--- src/rtl/fd_pkg.sv ---
// Shared definitions for the fetch/decode front end: instruction field layout,
// type encodings and the fetch FSM state type.
package fd_pkg;

  localparam logic [1:0] TYPE_JMP = 2'b00;
  localparam logic [1:0] TYPE_OP1 = 2'b01;
  localparam logic [1:0] TYPE_OP2 = 2'b10;
  localparam logic [1:0] TYPE_OP3 = 2'b11;

  localparam int TYPE_MSB   = 7;
  localparam int TYPE_LSB   = 6;
  localparam int ADDR_MSB   = 5;
  localparam int ADDR_LSB   = 0;
  localparam int SRCDST_BIT = 5;

  localparam int CNT_W = 3;

  typedef enum logic [1:0] {
    ST_IDLE    = 2'd0,
    ST_WAIT    = 2'd1,
    ST_CAPTURE = 2'd2
  } fetch_state_e;

  function automatic logic [7:0] next_pc(input logic [7:0] pc);
    return pc + 8'd1;
  endfunction

endpackage

--- src/rtl/fetch_decode_if.sv ---
// Core/memory-facing bundle of the fetch/decode front end. The master side is the
// core plus memory model; the slave side is fetch_decode itself.
interface fetch_decode_if;
  logic       fetch_en;
  logic [7:0] pc_in;
  logic [7:0] data_in;
  logic [7:0] mem_addr;
  logic [7:0] pc_out;
  logic [7:0] inst;
  logic       fetch_ready;
  logic       busy;
  logic [1:0] inst_type;
  logic [5:0] op_addr;
  logic       srcdst;
  logic       decode_ready;

  modport master (
    output fetch_en, pc_in, data_in,
    input  mem_addr, pc_out, inst, fetch_ready, busy,
    input  inst_type, op_addr, srcdst, decode_ready
  );

  modport slave (
    input  fetch_en, pc_in, data_in,
    output mem_addr, pc_out, inst, fetch_ready, busy,
    output inst_type, op_addr, srcdst, decode_ready
  );
endinterface

--- src/rtl/fd_decode.sv ---
// Decode unit: splits the captured instruction into type/address/direction
// fields when enabled, with a one-cycle ready strobe.
module fd_decode
  import fd_pkg::*;
(
  input  logic       clk,
  input  logic       rst_n,
  input  logic       en,
  input  logic [7:0] inst,
  output logic [1:0] inst_type,
  output logic [5:0] op_addr,
  output logic       srcdst,
  output logic       decode_ready
);

  logic [1:0] inst_type_q, inst_type_d;
  logic [5:0] op_addr_q, op_addr_d;
  logic       srcdst_q, srcdst_d;
  logic       decode_ready_q, decode_ready_d;

  // All four type codes are legal; fields are sliced without validation.
  always_comb begin
    inst_type_d    = inst_type_q;
    op_addr_d      = op_addr_q;
    srcdst_d       = srcdst_q;
    decode_ready_d = en;
    if (en) begin
      inst_type_d = inst[TYPE_MSB:TYPE_LSB];
      op_addr_d   = inst[ADDR_MSB:ADDR_LSB];
      srcdst_d    = inst[SRCDST_BIT];
    end
  end

  always_ff @(posedge clk or negedge rst_n) begin
    if (!rst_n) begin
      inst_type_q    <= '0;
      op_addr_q      <= '0;
      srcdst_q       <= 1'b0;
      decode_ready_q <= 1'b0;
    end else begin
      inst_type_q    <= inst_type_d;
      op_addr_q      <= op_addr_d;
      srcdst_q       <= srcdst_d;
      decode_ready_q <= decode_ready_d;
    end
  end

  assign inst_type    = inst_type_q;
  assign op_addr      = op_addr_q;
  assign srcdst       = srcdst_q;
  assign decode_ready = decode_ready_q;

endmodule

--- src/rtl/fd_fetch.sv ---
// Fetch unit: IDLE/WAIT/CAPTURE FSM that issues an address, waits MEM_LATENCY
// cycles and captures the instruction word. FD_PC_INC_EN makes pc_out the next PC.
module fd_fetch
  import fd_pkg::*;
#(
  parameter int MEM_LATENCY = 1
) (
  input  logic       clk,
  input  logic       rst_n,
  input  logic       fetch_en,
  input  logic [7:0] pc_in,
  input  logic [7:0] data_in,
  output logic [7:0] mem_addr,
  output logic [7:0] pc_out,
  output logic [7:0] inst,
  output logic       fetch_ready,
  output logic       busy
);

  localparam logic [CNT_W-1:0] LAT_INIT = CNT_W'(MEM_LATENCY);

  fetch_state_e     state_q, state_d;
  logic [CNT_W-1:0] cnt_q, cnt_d;
  logic [7:0]       mem_addr_q, mem_addr_d;
  logic [7:0]       pc_q, pc_d;
  logic [7:0]       pc_out_q, pc_out_d;
  logic [7:0]       inst_q, inst_d;
  logic             fetch_ready_q, fetch_ready_d;

  always_ff @(posedge clk or negedge rst_n) begin
    if (!rst_n) begin
      state_q <= ST_IDLE;
    end else begin
      state_q <= state_d;
    end
  end

  // The counter still holds 1 on the edge where it decrements to 0.
  always_comb begin
    state_d = state_q;
    case (state_q)
      ST_IDLE:    if (fetch_en) state_d = ST_WAIT;
      ST_WAIT:    if (cnt_q == CNT_W'(1)) state_d = ST_CAPTURE;
      ST_CAPTURE: state_d = ST_IDLE;
      default:    state_d = ST_IDLE;
    endcase
  end

  always_comb begin
    cnt_d         = cnt_q;
    mem_addr_d    = mem_addr_q;
    pc_d          = pc_q;
    pc_out_d      = pc_out_q;
    inst_d        = inst_q;
    fetch_ready_d = 1'b0;
    case (state_q)
      ST_IDLE: begin
        if (fetch_en) begin
          mem_addr_d = pc_in;
          pc_d       = pc_in;
          cnt_d      = LAT_INIT;
        end
      end
      ST_WAIT: begin
        cnt_d = cnt_q - CNT_W'(1);
      end
      ST_CAPTURE: begin
        inst_d        = data_in;
        fetch_ready_d = 1'b1;
`ifdef FD_PC_INC_EN
        pc_out_d      = next_pc(pc_q);
`else
        pc_out_d      = pc_q;
`endif
      end
      default: ;
    endcase
  end

  always_ff @(posedge clk or negedge rst_n) begin
    if (!rst_n) begin
      cnt_q         <= '0;
      mem_addr_q    <= '0;
      pc_q          <= '0;
      pc_out_q      <= '0;
      inst_q        <= '0;
      fetch_ready_q <= 1'b0;
    end else begin
      cnt_q         <= cnt_d;
      mem_addr_q    <= mem_addr_d;
      pc_q          <= pc_d;
      pc_out_q      <= pc_out_d;
      inst_q        <= inst_d;
      fetch_ready_q <= fetch_ready_d;
    end
  end

  assign mem_addr    = mem_addr_q;
  assign pc_out      = pc_out_q;
  assign inst        = inst_q;
  assign fetch_ready = fetch_ready_q;
  assign busy        = (state_q != ST_IDLE);

endmodule

--- src/rtl/fetch_decode.sv ---
// Front end of the 8-bit core: fetch unit feeding the decode unit, whose enable
// is the fetch-ready strobe. Optional macro FD_PC_INC_EN selects pc_out = PC+1.
module fetch_decode
  import fd_pkg::*;
#(
  parameter int MEM_LATENCY = 1
) (
  input  logic        clk,
  input  logic        rst_n,
  fetch_decode_if.slave bus
);

  logic [7:0] inst_w;
  logic       fetch_ready_w;

  fd_fetch #(
    .MEM_LATENCY(MEM_LATENCY)
  ) u_fetch (
    .clk         (clk),
    .rst_n       (rst_n),
    .fetch_en    (bus.fetch_en),
    .pc_in       (bus.pc_in),
    .data_in     (bus.data_in),
    .mem_addr    (bus.mem_addr),
    .pc_out      (bus.pc_out),
    .inst        (inst_w),
    .fetch_ready (fetch_ready_w),
    .busy        (bus.busy)
  );

  fd_decode u_decode (
    .clk          (clk),
    .rst_n        (rst_n),
    .en           (fetch_ready_w),
    .inst         (inst_w),
    .inst_type    (bus.inst_type),
    .op_addr      (bus.op_addr),
    .srcdst       (bus.srcdst),
    .decode_ready (bus.decode_ready)
  );

  assign bus.inst        = inst_w;
  assign bus.fetch_ready = fetch_ready_w;

endmodule

--- src/flat_wrapper.sv ---
// flat-port wrapper written by rule: the top's interface ports become plain ports
module fetch_decode_flat import fd_pkg::*;
#(
  parameter int MEM_LATENCY = 1
)
  (clk, rst_n, bus_fetch_en, bus_pc_in, bus_data_in, bus_mem_addr, bus_pc_out, bus_inst, bus_fetch_ready, bus_busy, bus_inst_type, bus_op_addr, bus_srcdst, bus_decode_ready);
  fetch_decode_if bus_i ();
  input  logic clk;
  input  logic rst_n;
  input wire logic [$bits(bus_i.fetch_en)-1:0] bus_fetch_en;
  input wire logic [$bits(bus_i.pc_in)-1:0] bus_pc_in;
  input wire logic [$bits(bus_i.data_in)-1:0] bus_data_in;
  output wire logic [$bits(bus_i.mem_addr)-1:0] bus_mem_addr;
  output wire logic [$bits(bus_i.pc_out)-1:0] bus_pc_out;
  output wire logic [$bits(bus_i.inst)-1:0] bus_inst;
  output wire logic [$bits(bus_i.fetch_ready)-1:0] bus_fetch_ready;
  output wire logic [$bits(bus_i.busy)-1:0] bus_busy;
  output wire logic [$bits(bus_i.inst_type)-1:0] bus_inst_type;
  output wire logic [$bits(bus_i.op_addr)-1:0] bus_op_addr;
  output wire logic [$bits(bus_i.srcdst)-1:0] bus_srcdst;
  output wire logic [$bits(bus_i.decode_ready)-1:0] bus_decode_ready;
  assign bus_i.fetch_en = bus_fetch_en;
  assign bus_i.pc_in = bus_pc_in;
  assign bus_i.data_in = bus_data_in;
  assign bus_mem_addr = bus_i.mem_addr;
  assign bus_pc_out = bus_i.pc_out;
  assign bus_inst = bus_i.inst;
  assign bus_fetch_ready = bus_i.fetch_ready;
  assign bus_busy = bus_i.busy;
  assign bus_inst_type = bus_i.inst_type;
  assign bus_op_addr = bus_i.op_addr;
  assign bus_srcdst = bus_i.srcdst;
  assign bus_decode_ready = bus_i.decode_ready;
  fetch_decode #(.MEM_LATENCY(MEM_LATENCY)) u_core (.clk(clk), .rst_n(rst_n), .bus(bus_i));
endmodule
--- config.mk ---
export PLATFORM = sky130hd
export DESIGN_NAME = fetch_decode_flat
export DESIGN_NICKNAME = d
export VERILOG_FILES = /design/src/rtl/fd_pkg.sv /design/src/rtl/fetch_decode_if.sv /design/src/rtl/fd_decode.sv /design/src/rtl/fd_fetch.sv /design/src/rtl/fetch_decode.sv /design/src/flat_wrapper.sv
export SDC_FILE = /design/constraint.sdc
export NUM_CORES = 1
export LEC_CHECK = 0
export BUFFER_PORTS_ARGS = -buffer_cell sky130_fd_sc_hd__buf_4
export CORE_ASPECT_RATIO = 0.75
export CORE_MARGIN = 2
export CORE_UTILIZATION = 24
export CTS_CLUSTER_DIAMETER = 50
export DETAILED_ROUTE_END_ITERATION = 8
export GPL_TIMING_DRIVEN = 0
export PLACE_DENSITY = 0.49
export REMOVE_ABC_BUFFERS = 1
export SETUP_SLACK_MARGIN = 0.4
export SYNTH_ARGS = -nofsm -noshare
export SYNTH_HDL_FRONTEND = slang
export SYNTH_SLANG_ARGS = --single-unit
--- constraint.sdc ---
create_clock -name clk -period 1.31 [get_ports clk]
set_input_delay 0.3275 -clock clk [delete_from_list [all_inputs] [get_ports clk]]
set_output_delay 0.3275 -clock clk [all_outputs]
set_load 0.02 [all_outputs]
==> flow_summary_export.csv <==
group,metric,value,unit
outcome,failed_checks,"negative setup slack",
logic_synthesis,yosysUniqueCellTypes,22,
timing,rsz0062_at_grt,"true",
power_and_ir_drop,leakagePower,1.42,nW
finish,stdcell_area,2900,um^2
global_route,track_usage,0.115,
finish,num-nets-final,224,
logic_synthesis,syn_area_per_cell,16.9,um^2
floorplanning,pin_count,55,
cts,insertion_delay,0.29,ns
timing,layout_min_cycle_time,1.43,ns
timing,hold_viol_final,0,
finish,drive_gt1_frac,0.770,
detailed_routing,drtIter0Drc,22,
detailed_routing,drc_errors,0,
worst_hold_path,hold_class,"in2async",
detailed_routing,drt-vias-per-instance,4.18,
cts,cts_hold_buf,0,
finish,synthToLayoutAreaGrowth,83.3,%
cts,cts.sinks,39,
logic_synthesis,ys_warn_count,0,
detailed_routing,wl,4.19,mm
cts,clk_pin_slew_worst_paths,0.08,ns
placement,gp_congestion,0.673,
timing,setup_tns,-1.55,ns
finish,final_core_util,0.457,
floorplanning,die-area,7270,um^2
floorplanning,initial_utilization,0.249,
finish,fill_cells,576,
global_route,grt_pass1_wl,6.47,mm
logic_synthesis,ys_seq_elements,39,
finish,multi_input_area,658,um^2
floorplanning,core_area,6350,um^2
cts,cts_buffer_depth,2,
floorplanning,placementRows,25,
cts,cts_tree,"built",
finish,diodes,0,
cts,cts_root_buf,"clkbuf_8",
logic_synthesis,syn_area,1580,um^2
outcome,outcome,"complete, but fails checks",
floorplanning,die_x,97.8,um
setup_path,crit_arrival,1.10,ns
timing,worst_slack,-0.119,ns
timing,slew_headroom,0.658,
detailed_routing,ant_nets,0,
setup_path,worstPathRequired,0.98,ns
detailed_routing,vias,1190,
power_and_ir_drop,power.density,2760,nW/um^2
cts,numCtsBuffers,5,
timing,finalCritPeriodShare,1.09,
setup_path,cp-start-kind,"flip-flop",
placement,hpwl,2.26,mm
timing,slew_viol_final,0,
placement,dpl_cell_area,2040,um^2
detailed_routing,wl_per_cell,14.7,um
detailed_routing,dr.pass1.iters,3,
global_route,grt_max_degree,40,
logic_synthesis,synth_cells,94,
global_route,grt.overflow.total,0,
setup_path,critPathKind,"reg2out",
job,cap_violations,0,
floorplanning,die_y,74.4,um
timing,fin_skew,0.00849,ns
power_and_ir_drop,ir_drop,1240,uV
timing,fmax,700,MHz
setup_path,crit_fanout,2,
global_route,antenna_found_initial,0,
logic_synthesis,synth-seq-area-share,0.616,
timing,finalSetupViolations,26,
timing,max_slew.worst_pin.slew,0.513,ns
finish,register_area,980,um^2
placement,port_buffers,54,
global_route,grt_pass1_vias,1310,
setup_path,crit_path_end_kind,"primary output",
cts,htreeDepth,2,
## routing by layer
layer | share of wire | wire [um] | vias to the layer above | GRT usage
met3 | 0.059 | 248 | 2 | 0.0404
met4 | 0.0043 | 18 | 0 | 0.0370
met1 | 0.41 | 1710 | 598 | 0.133
li1 | - | - | 550 | -
met5 | 0 | 0 | - | 0
met2 | 0.53 | 2210 | 40 | 0.206
## worst max-delay path, stage by stage (launching register included)
cell,delay (ns)
dfrtp_2,0.43
or2_4,0.25
buf_6,0.13
## report_power, final
group | internal, mW | total [mW] | leakage (nW) | switching [mW]
sequential | 1.81 | 2.28 | 0.468 | 0.473
clock | 0.374 | 0.779 | 0.0422 | 0.405
combinational | 3.17 | 4.97 | 0.912 | 1.80
total | 5.35 | 8.02 | 1.42 | 2.68
## layout by cell type, fill, tap and decap left out, types with 2 or more instances in the layout
cell      instances
clkbuf_1          2
and4bb_2          2
clkbuf_8          5
mux2_4           32
buf_12            4
dfrtp_2           3
inv_1             3
dfrtp_1          36
buf_6            48
ha_1              2
buf_4            53
nor3b_4           2
## synth_stat cells
| cell type | number | area, um^2 |
|---|---|---|
| o21bai_1 | 1 | 7.51 |
| nor3b_1 | 1 | 7.51 |
| mux2_4 | 9 | 135 |
| a31oi_1 | 1 | 6.26 |
| mux2_1 | 1 | 11.3 |
| and4bb_2 | 2 | 25.0 |
| buf_6 | 2 | 22.5 |
| ha_1 | 2 | 25.0 |
| and3b_2 | 1 | 10.0 |
| a21oi_1 | 1 | 5.00 |
| a21o_1 | 1 | 7.51 |
| nor3b_4 | 1 | 18.8 |
| mux2_2 | 22 | 248 |
| nor2b_1 | 1 | 6.26 |
| buf_4 | 1 | 7.51 |
| or2_2 | 1 | 6.26 |
| a221o_1 | 1 | 10.0 |
| buf_12 | 1 | 20.0 |
| dfrtp_1 | 39 | 976 |
| inv_1 | 3 | 11.3 |
| clkbuf_1 | 1 | 3.75 |
| nor2b_4 | 1 | 13.8 |
## sequential cells by signal, summed over array words and instances (netlist names)
register and flops:
u_core.u_decode.decode_ready 1, u_core.u_decode.inst_type 2, u_core.u_decode.op_addr 5, u_core.u_decode.srcdst 1, u_core.u_fetch.cnt_q 3, u_core.u_fetch.fetch_ready 1
u_core.u_fetch.inst 8, u_core.u_fetch.pc_out 8, u_core.u_fetch.pc_q 8, u_core.u_fetch.state_q 2
## metrics by stage
step / std cells / power, mW / setup WS, ns / hold WS [ns]
final: 285 / 8.02 / -0.119 / 0.00654
after floorplan: 89 / 3.84 / -0.0817 / 0.0319
after global placement: 224 / 4.95 / -0.325 / 0.321
after global routing: 285 / 8.47 / -0.147 / 0.0361
after detailed placement: 224 / 5.05 / -0.351 / 0.338
after CTS: 265 / 7.51 / -0.100 / 0.0217
## path summary, 6_finish.rpt
| check | start | endpoint | slack, ns | cells after the start |
|---|---|---|---|---|
| setup / recovery | u_core.u_fetch.state_q[1]$_DFFE_PN0P_ | bus_busy | -0.12 | 2 |
| hold / removal | rst_n | u_core.u_fetch.pc_out[2]$_DFFE_PN0P_ | 0.007 | 1 |
| setup reg to reg | u_core.u_fetch.state_q[1]$_DFFE_PN0P_ | u_core.u_fetch.pc_out[2]$_DFFE_PN0P_ | -0.10 | 5 |
| hold reg to reg | u_core.u_fetch.cnt_q[1]$_DFFE_PN0P_ | u_core.u_fetch.cnt_q[1]$_DFFE_PN0P_ | 0.51 | 1 |
| max in group asynchronous | rst_n | u_core.u_fetch.fetch_ready$_DFF_PN0_ | 0.91 | 1 |
| min in group clk | bus_pc_in[7] | u_core.u_fetch.pc_q[7]$_DFFE_PN0P_ | 0.27 | 2 |
## repair_timing
action | 4_1_cts | 5_1_grt
gates resized for setup | 78 | 6
setup buffers | 32 | 19
setup endpoints to repair | 74 | 74
cloned | 1 | 1
pin swaps | 7 | 1
## kinds of logic after synthesis
| logic type | share of synthesized area |
|---|---|
| compound gates | 0.0229 |
| fa+ha+maj | 0.0158 |
| buf+inv | 0.0411 |
| flops | 0.616 |
| mux | 0.249 |
| simple gates | 0.0553 |
## area by class of cell
class,count,share of cell area
clock buffers,7,0.0263
clock inverters,1,0.00172
inverters,3,0.00388
multi-input cells,47,0.227
flip-flops and latches,39,0.338
well taps,81,0.0349
repair buffers,107,0.369
Note: power is estimated with default switching activity, not from simulation.
